<file path="src/rtl/galivan_fb_pkg.sv">
// Shared types and widths for the double-buffered frame store controller.
package galivan_fb_pkg;

   localparam int unsigned FB_AW   = 17;
   localparam int unsigned PAGE_AW = 16;
   localparam int unsigned PIX_W   = 8;
   localparam int unsigned COORD_W = 8;

   typedef enum logic [1:0] {
      RUN   = 2'd0,
      PEND  = 2'd1,
      SWAP  = 2'd2,
      CLEAR = 2'd3
   } fb_state_e;

   // One VRAM write-port transaction.
   typedef struct packed {
      logic             we;
      logic [FB_AW-1:0] addr;
      logic [PIX_W-1:0] data;
   } fb_wr_s;

   // One VRAM read-port transaction.
   typedef struct packed {
      logic             re;
      logic [FB_AW-1:0] addr;
   } fb_rd_s;

endpackage

</file>
<file path="src/rtl/fb_edge_rise.sv">
// Registered rising-edge detector; previous value resets to 0.
module fb_edge_rise (
   input  logic clk_sys,
   input  logic reset,
   input  logic din,
   output logic rise
);

   logic prev_q, prev_d;
   logic rise_q, rise_d;

   // Next-state: remember level, flag 0->1 transition.
   always_comb begin
      prev_d = din;
      rise_d = din & ~prev_q;
   end

   // State registers.
   always_ff @(posedge clk_sys) begin
      if (reset) begin
         prev_q <= 1'b0;
         rise_q <= 1'b0;
      end else begin
         prev_q <= prev_d;
         rise_q <= rise_d;
      end
   end

   assign rise = rise_q;

endmodule

</file>
<file path="src/rtl/fb_page_ctrl.sv">
// Double-buffer page controller: page swap sequencing, back-page clear
// engine and write-port arbitration for a 2x256x256x8 VRAM.
module fb_page_ctrl
   import galivan_fb_pkg::*;
#(
   parameter bit         CLEAR_EN       = 1'b1,
   parameter logic [7:0] CLEAR_COLOR    = 8'h00,
   parameter bit         SWAP_ON_VBLANK = 1'b1
) (
   input  logic        clk_sys,
   input  logic        reset,
   input  logic        wr_req,
   input  logic [7:0]  wr_x,
   input  logic [7:0]  wr_y,
   input  logic [7:0]  wr_data,
   input  logic        frame_done,
   input  logic        vblank,
   input  logic        rd_en,
   input  logic [7:0]  rd_x,
   input  logic [7:0]  rd_y,
   output logic        ram_we,
   output logic [16:0] ram_waddr,
   output logic [7:0]  ram_wdata,
   output logic        ram_re,
   output logic [16:0] ram_raddr,
   output logic        wr_page,
   output logic        swap_pulse,
   output logic        clear_busy,
   output logic        clear_overrun
);

   fb_state_e            state_q, state_d;
   logic                 wr_page_q, wr_page_d;
   logic                 swap_pulse_q, swap_pulse_d;
   logic                 clear_busy_q, clear_busy_d;
   logic                 overrun_q, overrun_d;
   logic                 pending_q, pending_d;
   logic [PAGE_AW-1:0]   clear_ptr_q, clear_ptr_d;
   fb_wr_s               wr_q, wr_d;
   fb_rd_s               rd_q, rd_d;

   logic                 fd_rise;
   logic                 vb_rise;
   logic [PAGE_AW-1:0]   pix_addr;

   fb_edge_rise u_fd_edge (
      .clk_sys (clk_sys),
      .reset   (reset),
      .din     (frame_done),
      .rise    (fd_rise)
   );

   fb_edge_rise u_vb_edge (
      .clk_sys (clk_sys),
      .reset   (reset),
      .din     (vblank),
      .rise    (vb_rise)
   );

   assign pix_addr = {wr_y, wr_x};

   // Read path: front page is always the complement of the back page.
   always_comb begin
      rd_d    = rd_q;
      rd_d.re = rd_en;
      if (rd_en) begin
         rd_d.addr = {~wr_page_q, rd_y, rd_x};
      end
   end

   // Swap FSM, clear engine and write-port arbitration (core has priority).
   always_comb begin
      state_d      = state_q;
      wr_page_d    = wr_page_q;
      swap_pulse_d = 1'b0;
      clear_busy_d = 1'b0;
      overrun_d    = overrun_q;
      pending_d    = pending_q;
      clear_ptr_d  = clear_ptr_q;
      wr_d         = wr_q;
      wr_d.we      = 1'b0;

      if (wr_req) begin
         wr_d.we   = 1'b1;
         wr_d.addr = {wr_page_q, pix_addr};
         wr_d.data = wr_data;
      end

      unique case (state_q)
         RUN: begin
            if (fd_rise) begin
               state_d = SWAP_ON_VBLANK ? PEND : SWAP;
            end
         end
         PEND: begin
            if (vb_rise) begin
               state_d = SWAP;
            end
         end
         SWAP: begin
            state_d = CLEAR_EN ? CLEAR : RUN;
         end
         CLEAR: begin
            if (fd_rise) begin
               pending_d = 1'b1;
            end
            if (wr_req) begin
               // Core write lands on not-yet-cleared area: it will be wiped.
               if (pix_addr >= clear_ptr_q) begin
                  overrun_d = 1'b1;
               end
            end else begin
               wr_d.we     = 1'b1;
               wr_d.addr   = {wr_page_q, clear_ptr_q};
               wr_d.data   = CLEAR_COLOR;
               clear_ptr_d = clear_ptr_q + PAGE_AW'(1);
               if (clear_ptr_q == {PAGE_AW{1'b1}}) begin
                  if (pending_q || fd_rise) begin
                     pending_d = 1'b0;
                     state_d   = SWAP_ON_VBLANK ? PEND : SWAP;
                  end else begin
                     state_d   = RUN;
                  end
               end
            end
         end
         default: state_d = RUN;
      endcase

      // Page flips on entry to SWAP so the pulse and new page line up.
      if (state_d == SWAP) begin
         wr_page_d    = ~wr_page_q;
         swap_pulse_d = 1'b1;
      end
      clear_busy_d = (state_d == CLEAR);
   end

   // State registers.
   always_ff @(posedge clk_sys) begin
      if (reset) begin
         state_q      <= RUN;
         wr_page_q    <= 1'b0;
         swap_pulse_q <= 1'b0;
         clear_busy_q <= 1'b0;
         overrun_q    <= 1'b0;
         pending_q    <= 1'b0;
         clear_ptr_q  <= '0;
         wr_q         <= '0;
         rd_q         <= '0;
      end else begin
         state_q      <= state_d;
         wr_page_q    <= wr_page_d;
         swap_pulse_q <= swap_pulse_d;
         clear_busy_q <= clear_busy_d;
         overrun_q    <= overrun_d;
         pending_q    <= pending_d;
         clear_ptr_q  <= clear_ptr_d;
         wr_q         <= wr_d;
         rd_q         <= rd_d;
      end
   end

   assign ram_we        = wr_q.we;
   assign ram_waddr     = wr_q.addr;
   assign ram_wdata     = wr_q.data;
   assign ram_re        = rd_q.re;
   assign ram_raddr     = rd_q.addr;
   assign wr_page       = wr_page_q;
   assign swap_pulse    = swap_pulse_q;
   assign clear_busy    = clear_busy_q;
   assign clear_overrun = overrun_q;

endmodule

</file>
<file path="config.mk">
export PLATFORM = sky130hd
export DESIGN_NAME = fb_page_ctrl
export DESIGN_NICKNAME = d
export VERILOG_FILES = /design/src/rtl/galivan_fb_pkg.sv /design/src/rtl/fb_edge_rise.sv /design/src/rtl/fb_page_ctrl.sv
export SDC_FILE = /design/constraint.sdc
export NUM_CORES = 1
export LEC_CHECK = 0
export ABC_CLOCK_PERIOD_IN_PS = 2160
export BUFFER_PORTS_ARGS = -buffer_cell sky130_fd_sc_hd__buf_2
export CAP_MARGIN = 30
export CORE_ASPECT_RATIO = 1.4
export CORE_MARGIN = 1.5
export CORE_UTILIZATION = 51
export DETAILED_ROUTE_END_ITERATION = 7
export GPL_ROUTABILITY_DRIVEN = 0
export PLACE_DENSITY = 0.79
export SYNTH_ARGS = -nofsm -noshare
export SYNTH_HDL_FRONTEND = slang
export SYNTH_SLANG_ARGS = --single-unit
</file>
<file path="constraint.sdc">
create_clock -name clk_sys -period 2.16 [get_ports clk_sys]
set_input_delay 0.216 -clock clk_sys [delete_from_list [all_inputs] [get_ports clk_sys]]
set_output_delay 0.216 -clock clk_sys [all_outputs]
set_load 0.1 [all_outputs]
</file>
==> metrics.txt, run 1 <==
# TYPE chip_impl_metric gauge
chip_impl_metric{name="post_drt_via_cell_ratio",unit=""} 5.34
chip_impl_metric{name="leakagePower",unit="nW"} 1.71
chip_impl_metric{name="worst_pin_slew",unit="ns"} 0.519
chip_impl_metric{name="power.density",unit="mW/mm^2"} 795
chip_impl_info{name="mostFrequentLayoutCell",value="sky130_fd_sc_hd__buf_2"} 1
chip_impl_metric{name="setup_viol_count_final",unit=""} 0
chip_impl_metric{name="r2r_slack",unit="ns"} 0.32
chip_impl_metric{name="dp_hpwl",unit="um"} 5130
chip_impl_metric{name="finalHoldViolCount",unit=""} 0
chip_impl_metric{name="grt_start_max_net_pins",unit=""} 49
chip_impl_metric{name="finalInstanceArea",unit="mm^2"} 0.00387
chip_impl_metric{name="dpl_cell_area",unit="mm^2"} 0.00367
chip_impl_metric{name="globalRoute.totalOverflow",unit=""} 0
chip_impl_metric{name="fp.dieW",unit="um"} 69.4
chip_impl_metric{name="path_max_fanout",unit=""} 15
chip_impl_metric{name="synth_sequential_area_ratio",unit=""} 0.451
chip_impl_metric{name="crit_required",unit="ns"} 2.43
chip_impl_metric{name="cts-htree-levels",unit=""} 3
chip_impl_metric{name="ant_nets",unit=""} 0
chip_impl_metric{name="n_fill_cell",unit=""} 499
chip_impl_metric{name="core",unit="mm^2"} 0.00590
chip_impl_metric{name="synthesis.area",unit="mm^2"} 0.00315
chip_impl_metric{name="placement_rows",unit=""} 33
chip_impl_metric{name="design.final.nets",unit=""} 532
chip_impl_info{name="holdCritStartpoint",value="wr_data[3]"} 1
chip_impl_metric{name="power.share.switching",unit=""} 0.338
chip_impl_metric{name="ys_ff_latch",unit=""} 71
chip_impl_metric{name="total_clock_buffers_created_by_cts",unit=""} 9
chip_impl_metric{name="holdBufCountCts",unit=""} 0
chip_impl_metric{name="share_comb_of_total_power",unit=""} 0.199
chip_impl_metric{name="antenna_found_initial",unit=""} 0
chip_impl_metric{name="syn_to_final_growth",unit="%"} 22.8
chip_impl_metric{name="floorplan.initialDensity",unit=""} 0.534
chip_impl_metric{name="detailedRoute.firstIterationViolations",unit=""} 126
chip_impl_metric{name="fmax",unit="GHz"} 0.543
chip_impl_metric{name="cts_sinks",unit=""} 71
chip_impl_metric{name="totalWireLength",unit="um"} 6970
chip_impl_metric{name="max_cap_violations",unit=""} 0
chip_impl_metric{name="net-switching-power",unit="W"} 0.00104
chip_impl_metric{name="antenna_fix_cells",unit=""} 0
chip_impl_metric{name="finalCriticalPeriod",unit="ns"} 1.84
chip_impl_metric{name="relSlewSlack",unit=""} 0.651
chip_impl_metric{name="r2r.worst_path.cells",unit=""} 4
chip_impl_metric{name="synthesized_netlist_net_count",unit=""} 443
chip_impl_metric{name="worst_skew_pair.late_latency",unit="ns"} 0.34
chip_impl_metric{name="worst-endpoint-arrival",unit="ns"} 2.11
chip_impl_metric{name="yosys_warnings",unit=""} 0
chip_impl_metric{name="drt_drc_violations_left",unit=""} 0
chip_impl_metric{name="internal_power",unit="W"} 0.00204
chip_impl_info{name="mostFrequentLayoutCells",value="93 x sky130_fd_sc_hd__buf_2, 71 x sky130_fd_sc_hd__dfxtp_1, 69 x sky130_fd_sc_hd__nor2_1"} 1
chip_impl_metric{name="tns",unit="ns"} 0
chip_impl_metric{name="drv_slew",unit=""} 0
chip_impl_info{name="setup.worst_path.end_class",value="register"} 1
chip_impl_metric{name="vias",unit=""} 2907
chip_impl_metric{name="ctsResizeCount",unit=""} 0
chip_impl_info{name="cts_root_buf",value="sky130_fd_sc_hd__clkbuf_8"} 1
chip_impl_info{name="worstSetupStartpointType",value="register"} 1
chip_impl_metric{name="max-clock-path-buffers",unit=""} 2
chip_impl_metric{name="fp.dieArea",unit="mm^2"} 0.00667
chip_impl_metric{name="period_share",unit=""} 0.853
chip_impl_info{name="run_status",value="completed"} 1
chip_impl_metric{name="hold_path_depth",unit=""} 3
chip_impl_metric{name="routed_wire_length_per_instance",unit="um"} 12.8
chip_impl_metric{name="numPlacedInstances",unit=""} 528
chip_impl_info{name="critical_path.reg2reg.startpoint",value="state_q[0]"} 1
chip_impl_metric{name="drive_above_1_share",unit=""} 0.253
chip_impl_info{name="cts_tree",value="built"} 1
chip_impl_info{name="r2r_end",value="clear_ptr_q[10]"} 1
chip_impl_info{name="criticalPathCategory",value="reg2reg"} 1
chip_impl_metric{name="boundaryPins",unit=""} 94
chip_impl_metric{name="cts.clk_slew.worst_paths",unit="ns"} 0.08
chip_impl_metric{name="synth_cell_types",unit=""} 35
chip_impl_metric{name="clockPowerShare",unit=""} 0.349
chip_impl_info{name="min_path_type",value="in2reg"} 1
chip_impl_metric{name="seq_pwr_share",unit=""} 0.452
chip_impl_info{name="rsz0062_at_grt",value="false"} 1
chip_impl_metric{name="fin_worst_skew",unit="ns"} 0.0132
chip_impl_metric{name="detail_route.first_pass.iterations",unit=""} 4
chip_impl_metric{name="worst_ir_drop_vdd",unit="V"} 0.000653
chip_impl_metric{name="gr-usage-all-layers",unit=""} 0.211
chip_impl_metric{name="post_cts_buffers",unit=""} 0
chip_impl_metric{name="syn_area_per_cell",unit="um^2"} 8.29
chip_impl_metric{name="die-height",unit="um"} 96.0
chip_impl_metric{name="port_buffers",unit=""} 93
chip_impl_metric{name="grt_pass1_wl",unit="um"} 11300
chip_impl_info{name="worst_hold_path.endpoint",value="ram_wdata[3]"} 1
chip_impl_metric{name="grt_pass1_vias",unit=""} 2726
chip_impl_metric{name="syn_inst",unit=""} 380
chip_impl_metric{name="finish.cell_count_without_fillers",unit=""} 544
power by group through the flow:
stage,Combinational (W),Clock (W),Sequential (W)
after CTS,0.000614,0.00110,0.00139
after floorplan,0.000150,0,0.00176
final,0.000612,0.00107,0.00139
after global routing,0.000646,0.00115,0.00140
after global placement,0.000604,0,0.00142
after detailed placement,0.000613,0,0.00142
worst max-delay path, stage by stage, from the launching register on:
cell	delay, ns
sky130_fd_sc_hd__dfxtp_1	0.48
sky130_fd_sc_hd__nand2_2	0.25
sky130_fd_sc_hd__or3_1	0.51
sky130_fd_sc_hd__or3_1	0.38
sky130_fd_sc_hd__a21oi_1	0.16
cells by family after synthesis:
| logic type | share of synthesized area |
|---|---|
| simple gates | 0.224 |
| flops | 0.451 |
| compound gates | 0.122 |
| buf+inv | 0.0484 |
| fa+ha+maj | 0.0675 |
| mux | 0.0508 |
| xor+xnor | 0.0361 |
cell type report:
class,instances,area (um^2),area share
repair buffers,99,523,0.135
flip-flops and latches,71,1420,0.367
well taps,70,87.6,0.0226
inverters,16,60.1,0.0155
multi-input cells,272,1580,0.408
clock inverters,7,77.6,0.0200
clock buffers,9,124,0.0320
per-stage QoR:
step	hold slack (ns)	utilization	setup WS (ns)	power, W
2_1_floorplan	0.295	-	0.501	0.00191
3_3_place_gp	0.372	0.622	0.397	0.00202
3_5_place_dp	0.379	0.622	0.320	0.00204
4_1_cts	0.0832	0.656	0.305	0.00310
5_1_grt	0.0957	0.656	0.200	0.00320
6_report	0.0999	0.656	0.317	0.00308
synthesized netlist by cell type (all sizes together):
| master | n | area share |
|---|---|---|
| nand4 | 5 | 0.0099 |
| mux2i | 16 | 0.051 |
| o21ai | 6 | 0.0095 |
| a21oi | 53 | 0.084 |
| a311oi | 1 | 0.0028 |
| nand2b | 3 | 0.0083 |
| clkbuf | 14 | 0.017 |
| a211oi | 6 | 0.014 |
| dfxtp | 71 | 0.45 |
| o32ai | 1 | 0.0028 |
| xor2 | 1 | 0.0028 |
| nor2 | 69 | 0.082 |
| nand3b | 1 | 0.0024 |
| nor2b | 7 | 0.014 |
| nand3 | 7 | 0.011 |
| nor4 | 4 | 0.0079 |
| and4 | 2 | 0.0056 |
| ha | 17 | 0.067 |
| buf | 7 | 0.013 |
| nand2 | 45 | 0.054 |
| or3 | 5 | 0.0099 |
| xnor2 | 12 | 0.033 |
| nor3 | 5 | 0.011 |
| and3 | 1 | 0.0020 |
| or4 | 1 | 0.0036 |
| a21o | 2 | 0.0048 |
| and2 | 1 | 0.0020 |
| inv | 16 | 0.019 |
| a2111o | 1 | 0.0036 |
how the worst max path moves through the flow:
stage	start	to	slack, ns	cells after the start
floorplan	clear_ptr_q[0]	clear_ptr_q[10]	0.50	6
global placement	state_q[0]	clear_ptr_q[14]	0.40	4
detailed placement	state_q[0]	clear_ptr_q[10]	0.32	4
CTS	clear_ptr_q[2]	clear_overrun	0.31	7
global route	state_q[0]	clear_ptr_q[10]	0.20	4
finish	state_q[0]	clear_ptr_q[10]	0.32	4
routing by layer:
layer  wire length [um]  track usage  vias up
met3                433       0.0555       11
met4                111        0.103        0
met5                  0            0        -
met1               2870        0.228     1354
li1                   -            -     1459
met2               3550        0.384       83
Power figures use the tool's default switching activity.
==> run 2, diff against run 1 <==
==> constraint.sdc (replaced) <==
create_clock -name clk_sys -period 2.16 [get_ports clk_sys]
set_input_delay 0.54 -clock clk_sys [delete_from_list [all_inputs] [get_ports clk_sys]]
set_output_delay 0.54 -clock clk_sys [all_outputs]
set_load 0.1 [all_outputs]
==> run 2 against run 1 <==
Count of clock-buffer cells in the layout is the same. Sequential share of layout area fell by 0.15 points. Maximum frequency decreased by 0.23%. Worst setup slack got worse by 0.0042 ns. Critical path depth unchanged. Clock power hardly changed. Routed wire length up 5.0%. Critical endpoint is now clear_ptr_q[12]. Highest routed layer unchanged.
==> metrics.txt, run 2 (synthesized netlist as in run 1, its figures left out) <==
# TYPE chip_impl_metric gauge
chip_impl_info{name="mostFrequentLayoutCell",value="sky130_fd_sc_hd__buf_2"} 1
chip_impl_info{name="min_path_type",value="reg2reg"} 1
chip_impl_metric{name="core",unit="mm^2"} 0.00590
chip_impl_metric{name="path_max_fanout",unit=""} 11
chip_impl_metric{name="antenna_found_initial",unit=""} 0
chip_impl_metric{name="fp.dieArea",unit="mm^2"} 0.00667
chip_impl_metric{name="period_share",unit=""} 0.855
chip_impl_metric{name="finish.cell_count_without_fillers",unit=""} 546
chip_impl_metric{name="groute.layer.met3.usage",unit=""} 0.0670
chip_impl_metric{name="worst_ir_drop_vdd",unit="V"} 0.000464
chip_impl_metric{name="drive_above_1_share",unit=""} 0.256
chip_impl_metric{name="final_core_util",unit=""} 0.658
chip_impl_metric{name="drt_drc_violations_left",unit=""} 0
chip_impl_metric{name="drv_slew",unit=""} 0
chip_impl_metric{name="max_cap_violations",unit=""} 0
chip_impl_metric{name="floorplan.initialDensity",unit=""} 0.534
chip_impl_metric{name="syn_to_final_growth",unit="%"} 23.3
chip_impl_metric{name="post_cts_buffers",unit=""} 0
chip_impl_metric{name="cts_sinks",unit=""} 71
chip_impl_metric{name="cts-htree-levels",unit=""} 3
chip_impl_info{name="cts_root_buf",value="sky130_fd_sc_hd__clkbuf_8"} 1
chip_impl_metric{name="relSlewSlack",unit=""} 0.619
chip_impl_metric{name="crit_required",unit="ns"} 2.44
chip_impl_metric{name="grtUsageMet1",unit=""} 0.240
chip_impl_metric{name="fp.dieW",unit="um"} 69.4
chip_impl_metric{name="fmax",unit="GHz"} 0.541
chip_impl_metric{name="numPlacedInstances",unit=""} 530
chip_impl_info{name="crit_path_cell_trace",value="nand2_2, or3_1, or3_1, a21oi_1"} 1
chip_impl_metric{name="power.density",unit="mW/mm^2"} 796
chip_impl_metric{name="port_buffers",unit=""} 93
chip_impl_metric{name="worst-endpoint-arrival",unit="ns"} 2.13
chip_impl_metric{name="design.final.nets",unit=""} 534
chip_impl_metric{name="detailedRoute.firstIterationViolations",unit=""} 178
chip_impl_metric{name="final.setup.worst_slack",unit="ns"} 0.313
chip_impl_metric{name="finalInstanceArea",unit="mm^2"} 0.00389
chip_impl_metric{name="r2r.worst_path.cells",unit=""} 4
chip_impl_metric{name="max-clock-path-buffers",unit=""} 2
chip_impl_metric{name="grt_start_max_net_pins",unit=""} 45
chip_impl_metric{name="cts.clk_slew.worst_paths",unit="ns"} 0.08
chip_impl_metric{name="antenna_fix_cells",unit=""} 0
chip_impl_metric{name="grt_use_met2",unit=""} 0.408
chip_impl_info{name="criticalPathCategory",value="reg2reg"} 1
chip_impl_metric{name="n_fill_cell",unit=""} 500
chip_impl_metric{name="max_stage_delay",unit="ns"} 0.51
chip_impl_metric{name="tns",unit="ns"} 0
chip_impl_metric{name="boundaryPins",unit=""} 94
chip_impl_metric{name="grt_pass1_vias",unit=""} 2796
chip_impl_metric{name="worst_pin_slew",unit="ns"} 0.566
chip_impl_metric{name="gr-usage-all-layers",unit=""} 0.224
chip_impl_metric{name="ctsResizeCount",unit=""} 0
chip_impl_metric{name="finalCriticalPeriod",unit="ns"} 1.85
chip_impl_info{name="rsz0062_at_grt",value="false"} 1
chip_impl_metric{name="die-height",unit="um"} 96.0
chip_impl_metric{name="detail_route.first_pass.iterations",unit=""} 4
chip_impl_metric{name="ant_nets",unit=""} 0
chip_impl_info{name="setup.worst_path.end_class",value="register"} 1
chip_impl_info{name="run_status",value="completed"} 1
chip_impl_info{name="path_common_cell",value="sky130_fd_sc_hd__or3_1"} 1
chip_impl_metric{name="leakagePower",unit="nW"} 1.71
chip_impl_metric{name="preCtsSetupSlack",unit="ns"} 0.191
chip_impl_metric{name="total_clock_buffers_created_by_cts",unit=""} 9
chip_impl_metric{name="vias",unit=""} 2912
chip_impl_metric{name="placement_rows",unit=""} 33
chip_impl_metric{name="holdBufCountCts",unit=""} 0
chip_impl_info{name="worstSetupStartpointType",value="register"} 1
chip_impl_metric{name="dp_hpwl",unit="um"} 5310
chip_impl_metric{name="globalRoute.totalOverflow",unit=""} 0
chip_impl_metric{name="fin_worst_skew",unit="ns"} 0.0101
chip_impl_metric{name="post_drt_via_cell_ratio",unit=""} 5.33
chip_impl_info{name="cts_tree",value="built"} 1
chip_impl_metric{name="hold_path_depth",unit=""} 1
chip_impl_metric{name="setup_viol_count_final",unit=""} 0
chip_impl_metric{name="totalWireLength",unit="um"} 7320
chip_impl_info{name="critical_path.slowest_cell",value="sky130_fd_sc_hd__dfxtp_1"} 1
chip_impl_metric{name="dpl_cell_area",unit="mm^2"} 0.00368
chip_impl_info{name="mostFrequentLayoutCells",value="93 x sky130_fd_sc_hd__buf_2, 71 x sky130_fd_sc_hd__dfxtp_1, 69 x sky130_fd_sc_hd__nor2_1"} 1
chip_impl_info{name="global_route.peak_usage_layer",value="met2"} 1
chip_impl_metric{name="finalHoldViolCount",unit=""} 0
chip_impl_metric{name="grt_pass1_wl",unit="um"} 11900
chip_impl_metric{name="routed_wire_length_per_instance",unit="um"} 13.4
chip_impl_metric{name="worst_skew_pair.late_latency",unit="ns"} 0.36
run 2: cell types whose count changed in the layout (fill, tap and decap cells not counted):
cell,delta
sky130_fd_sc_hd__clkinvlp_4,+2
sky130_fd_sc_hd__inv_6,-1
sky130_fd_sc_hd__clkinv_2,-1
sky130_fd_sc_hd__buf_4,+2
run 2: through the flow:
stage,power [W],hold WS (ns)
2_1_floorplan,0.00191,0.367
3_3_place_gp,0.00203,0.372
3_5_place_dp,0.00204,0.379
4_1_cts,0.00312,0.391
5_1_grt,0.00321,0.407
6_report,0.00309,0.390
run 2: layout make-up:
| class | count | area, um^2 | share of cell area |
|---|---|---|---|
| Multi-Input combinational cell | 272 | 1580 | 0.406 |
| Sequential cell | 71 | 1420 | 0.366 |
| Timing Repair Buffer | 101 | 538 | 0.138 |
| Clock buffer | 9 | 124 | 0.0319 |
| Tap cell | 70 | 87.6 | 0.0225 |
| Clock inverter | 7 | 78.8 | 0.0203 |
| Inverter | 16 | 60.1 | 0.0154 |
run 2: critical path, delay by kind of cell (launching register included):
kind	cells	cell delay (ns)
and+or+nand+nor	3	1.11
DFF	1	0.51
AOI/OAI and AO/OA	1	0.15
run 2: per-layer routing:
| layer | up-vias | routed length [um] |
|---|---|---|
| li1 | 1454 | - |
| met3 | 12 | 416 |
| met5 | - | 0 |
| met1 | 1358 | 2930 |
| met2 | 88 | 3840 |
| met4 | 0 | 129 |
run 2: final timing paths:
kind                endpoint              from  slack, ns
max          clear_ptr_q[12]        state_q[0]       0.31
min           u_fd_edge.rise  u_fd_edge.prev_q       0.39
max reg2reg  clear_ptr_q[12]        state_q[0]       0.31
min reg2reg   u_fd_edge.rise  u_fd_edge.prev_q       0.39
run 2: where the power goes:
group | internal [W] | switching [W] | total [W]
sequential | 0.00136 | 0.0000293 | 0.00139
clock | 0.000542 | 0.000545 | 0.00109
combinational | 0.000133 | 0.000483 | 0.000616
total | 0.00204 | 0.00106 | 0.00309
==> run 3, diff against run 2 <==
ABC_CLOCK_PERIOD_IN_PS = 2300   (was 2160)
CORE_UTILIZATION = 55   (was 51)
PLACE_DENSITY = 0.84   (was 0.79)
clock period = 2.3 ns   (was 2.16 ns; I/O delays follow)
==> run 3 against run 2 <==
Hold slack worse by 0.0020 ns. Design area up 0.71%. Clock power up 11%. Largest cell class unchanged. Highest routed layer unchanged. Maximum frequency down 1.3%.
==> metrics.txt, run 3 (synthesized netlist as in run 1, its figures left out) <==
# TYPE chip_impl_metric gauge
chip_impl_info{name="run_status",value="completed"} 1
chip_impl_metric{name="setup_viol_count_final",unit=""} 0
chip_impl_metric{name="drt_drc_violations_left",unit=""} 0
chip_impl_metric{name="gr-usage-all-layers",unit=""} 0.254
chip_impl_metric{name="hold_path_depth",unit=""} 1
chip_impl_metric{name="hold-worst-slack",unit="ns"} 0.388
chip_impl_metric{name="drv_slew",unit=""} 0
chip_impl_info{name="mostFrequentLayoutCell",value="sky130_fd_sc_hd__buf_2"} 1
chip_impl_metric{name="totalWireLength",unit="um"} 7220
chip_impl_metric{name="finalInstanceArea",unit="mm^2"} 0.00392
chip_impl_info{name="setup.worst_path.end_class",value="register"} 1
chip_impl_info{name="cts_root_buf",value="sky130_fd_sc_hd__clkbuf_8"} 1
chip_impl_metric{name="floorplan.initialDensity",unit=""} 0.570
chip_impl_metric{name="dp_hpwl",unit="um"} 5230
chip_impl_metric{name="drive_above_1_share",unit=""} 0.256
chip_impl_metric{name="fp.dieW",unit="um"} 67.0
chip_impl_metric{name="cts-htree-levels",unit=""} 3
chip_impl_info{name="timing.critical_path.from",value="clear_ptr_q[0]"} 1
chip_impl_metric{name="finalCriticalPeriod",unit="ns"} 1.87
chip_impl_metric{name="numPlacedInstances",unit=""} 528
chip_impl_metric{name="r2r.worst_path.cells",unit=""} 6
chip_impl_metric{name="syn_to_final_growth",unit="%"} 24.2
chip_impl_metric{name="worst-path-buf-inv",unit=""} 0
chip_impl_metric{name="net-switching-power",unit="W"} 0.000968
chip_impl_metric{name="total_clock_buffers_created_by_cts",unit=""} 9
chip_impl_metric{name="power.share.switching",unit=""} 0.313
chip_impl_metric{name="power.density",unit="mW/mm^2"} 789
chip_impl_metric{name="detailedRoute.firstIterationViolations",unit=""} 187
chip_impl_metric{name="tns",unit="ns"} 0
chip_impl_metric{name="fin_worst_skew",unit="ns"} 0.00604
chip_impl_metric{name="clockPowerShare",unit=""} 0.391
chip_impl_metric{name="design.final.nets",unit=""} 534
chip_impl_metric{name="internal_power",unit="W"} 0.00212
chip_impl_metric{name="grt_pass1_vias",unit=""} 2855
chip_impl_metric{name="ctsResizeCount",unit=""} 0
chip_impl_metric{name="max_cap_violations",unit=""} 0
chip_impl_metric{name="path_max_fanout",unit=""} 9
chip_impl_metric{name="antenna_fix_cells",unit=""} 0
chip_impl_metric{name="port_buffers",unit=""} 93
chip_impl_metric{name="leakagePower",unit="nW"} 1.72
chip_impl_metric{name="grt_pass1_wl",unit="um"} 12200
chip_impl_metric{name="share_comb_of_total_power",unit=""} 0.186
chip_impl_metric{name="vias",unit=""} 2908
chip_impl_info{name="holdCritStartpoint",value="u_fd_edge.prev_q"} 1
chip_impl_metric{name="max_stage_delay",unit="ns"} 0.48
chip_impl_metric{name="routed_wire_length_per_instance",unit="um"} 13.3
chip_impl_metric{name="worst_ir_drop_vdd",unit="V"} 0.000545
chip_impl_info{name="mostFrequentLayoutCells",value="93 x sky130_fd_sc_hd__buf_2, 71 x sky130_fd_sc_hd__dfxtp_1, 69 x sky130_fd_sc_hd__nor2_1"} 1
chip_impl_info{name="cts_tree",value="built"} 1
chip_impl_metric{name="crit_required",unit="ns"} 2.52
chip_impl_metric{name="worst-endpoint-arrival",unit="ns"} 2.09
chip_impl_metric{name="post_drt_via_cell_ratio",unit=""} 5.35
chip_impl_info{name="crit_path_cell_trace",value="ha_1, nand2b_4, or3_1, nor3_1, xnor2_1, nor2_1"} 1
chip_impl_info{name="min_path_type",value="reg2reg"} 1
chip_impl_metric{name="final.setup.worst_slack",unit="ns"} 0.428
chip_impl_metric{name="critical_path_depth",unit=""} 6
chip_impl_metric{name="holdBufCountCts",unit=""} 0
chip_impl_metric{name="seq_pwr_share",unit=""} 0.423
chip_impl_metric{name="boundaryPins",unit=""} 94
chip_impl_info{name="criticalPathCategory",value="reg2reg"} 1
chip_impl_info{name="critical_path.reg2reg.startpoint",value="clear_ptr_q[0]"} 1
chip_impl_metric{name="globalRoute.totalOverflow",unit=""} 0
chip_impl_metric{name="worst_pin_slew",unit="ns"} 0.551
chip_impl_metric{name="ant_nets",unit=""} 0
chip_impl_info{name="rsz0062_at_grt",value="false"} 1
chip_impl_metric{name="placement_rows",unit=""} 32
chip_impl_info{name="worstSetupStartpointType",value="register"} 1
chip_impl_metric{name="relSlewSlack",unit=""} 0.632
chip_impl_metric{name="fmax",unit="GHz"} 0.534
chip_impl_metric{name="die-height",unit="um"} 92.6
chip_impl_metric{name="worst_skew_pair.late_latency",unit="ns"} 0.35
chip_impl_metric{name="cts_sinks",unit=""} 71
chip_impl_metric{name="antenna_found_initial",unit=""} 0
chip_impl_metric{name="cts.clk_slew.worst_paths",unit="ns"} 0.07
chip_impl_metric{name="detail_route.first_pass.iterations",unit=""} 5
chip_impl_metric{name="preCtsSetupSlack",unit="ns"} 0.319
chip_impl_info{name="critPathTopFamily",value="simple AND/OR/NAND/NOR gates"} 1
chip_impl_metric{name="finalHoldViolCount",unit=""} 0
chip_impl_metric{name="core",unit="mm^2"} 0.00553
chip_impl_metric{name="finish.cell_count_without_fillers",unit=""} 544
chip_impl_metric{name="max-clock-path-buffers",unit=""} 2
chip_impl_metric{name="fp.dieArea",unit="mm^2"} 0.00620
chip_impl_metric{name="grt_start_max_net_pins",unit=""} 47
chip_impl_info{name="critical_path.slowest_cell",value="sky130_fd_sc_hd__or3_1"} 1
chip_impl_metric{name="post_cts_buffers",unit=""} 0
chip_impl_metric{name="period_share",unit=""} 0.814
chip_impl_metric{name="dpl_cell_area",unit="mm^2"} 0.00367
[run 3: cell types whose count changed in the layout (fill, tap and decap cells not counted), sizes merged]
cell,change
inv,-2
bufinv,+2
[run 3: final timing paths]
path	end	slack, ns
setup / recovery	clear_ptr_q[6]	0.43
hold / removal	u_fd_edge.rise	0.39
setup reg to reg	clear_ptr_q[6]	0.43
hold reg to reg	u_fd_edge.rise	0.39
[run 3: power by group through the flow]
stage | clock, W | combinational [W] | sequential [W]
after global placement | 0 | 0.000566 | 0.00133
after global routing | 0.00127 | 0.000608 | 0.00131
after CTS | 0.00122 | 0.000576 | 0.00131
final | 0.00121 | 0.000575 | 0.00131
after detailed placement | 0 | 0.000575 | 0.00133
after floorplan | 0 | 0.000141 | 0.00165
[run 3: layer usage]
layer	vias to the layer above	wire, um	GRT usage	share of wire
li1	1461	-	-	-
met1	1329	2910	0.280	0.40
met2	99	3680	0.443	0.51
met3	19	441	0.0535	0.061
met4	0	199	0.134	0.028
met5	-	0	0	0
[run 3: worst register-to-register path: stages (launching register included)]
cell and delay (ns):
sky130_fd_sc_hd__dfxtp_1 0.45, sky130_fd_sc_hd__ha_1 0.24, sky130_fd_sc_hd__nand2b_4 0.06, sky130_fd_sc_hd__or3_1 0.48, sky130_fd_sc_hd__nor3_1 0.26, sky130_fd_sc_hd__xnor2_1 0.18
sky130_fd_sc_hd__nor2_1 0.07
[run 3: metrics by stage]
stage | total power (W) | utilization
global route | 0.00319 | 0.709
global placement | 0.00190 | 0.664
finish | 0.00309 | 0.709
floorplan | 0.00180 | -
CTS | 0.00310 | 0.709
detailed placement | 0.00191 | 0.664
[run 3: cell type report]
| class | instances | area (um^2) |
|---|---|---|
| flip-flops and latches | 71 | 1420 |
| inverters | 16 | 60.1 |
| clock buffers | 9 | 124 |
| multi-input cells | 272 | 1580 |
| fillers | 452 | 1610 |
| repair buffers | 101 | 526 |
| well taps | 68 | 85.1 |
| clock inverters | 7 | 121 |
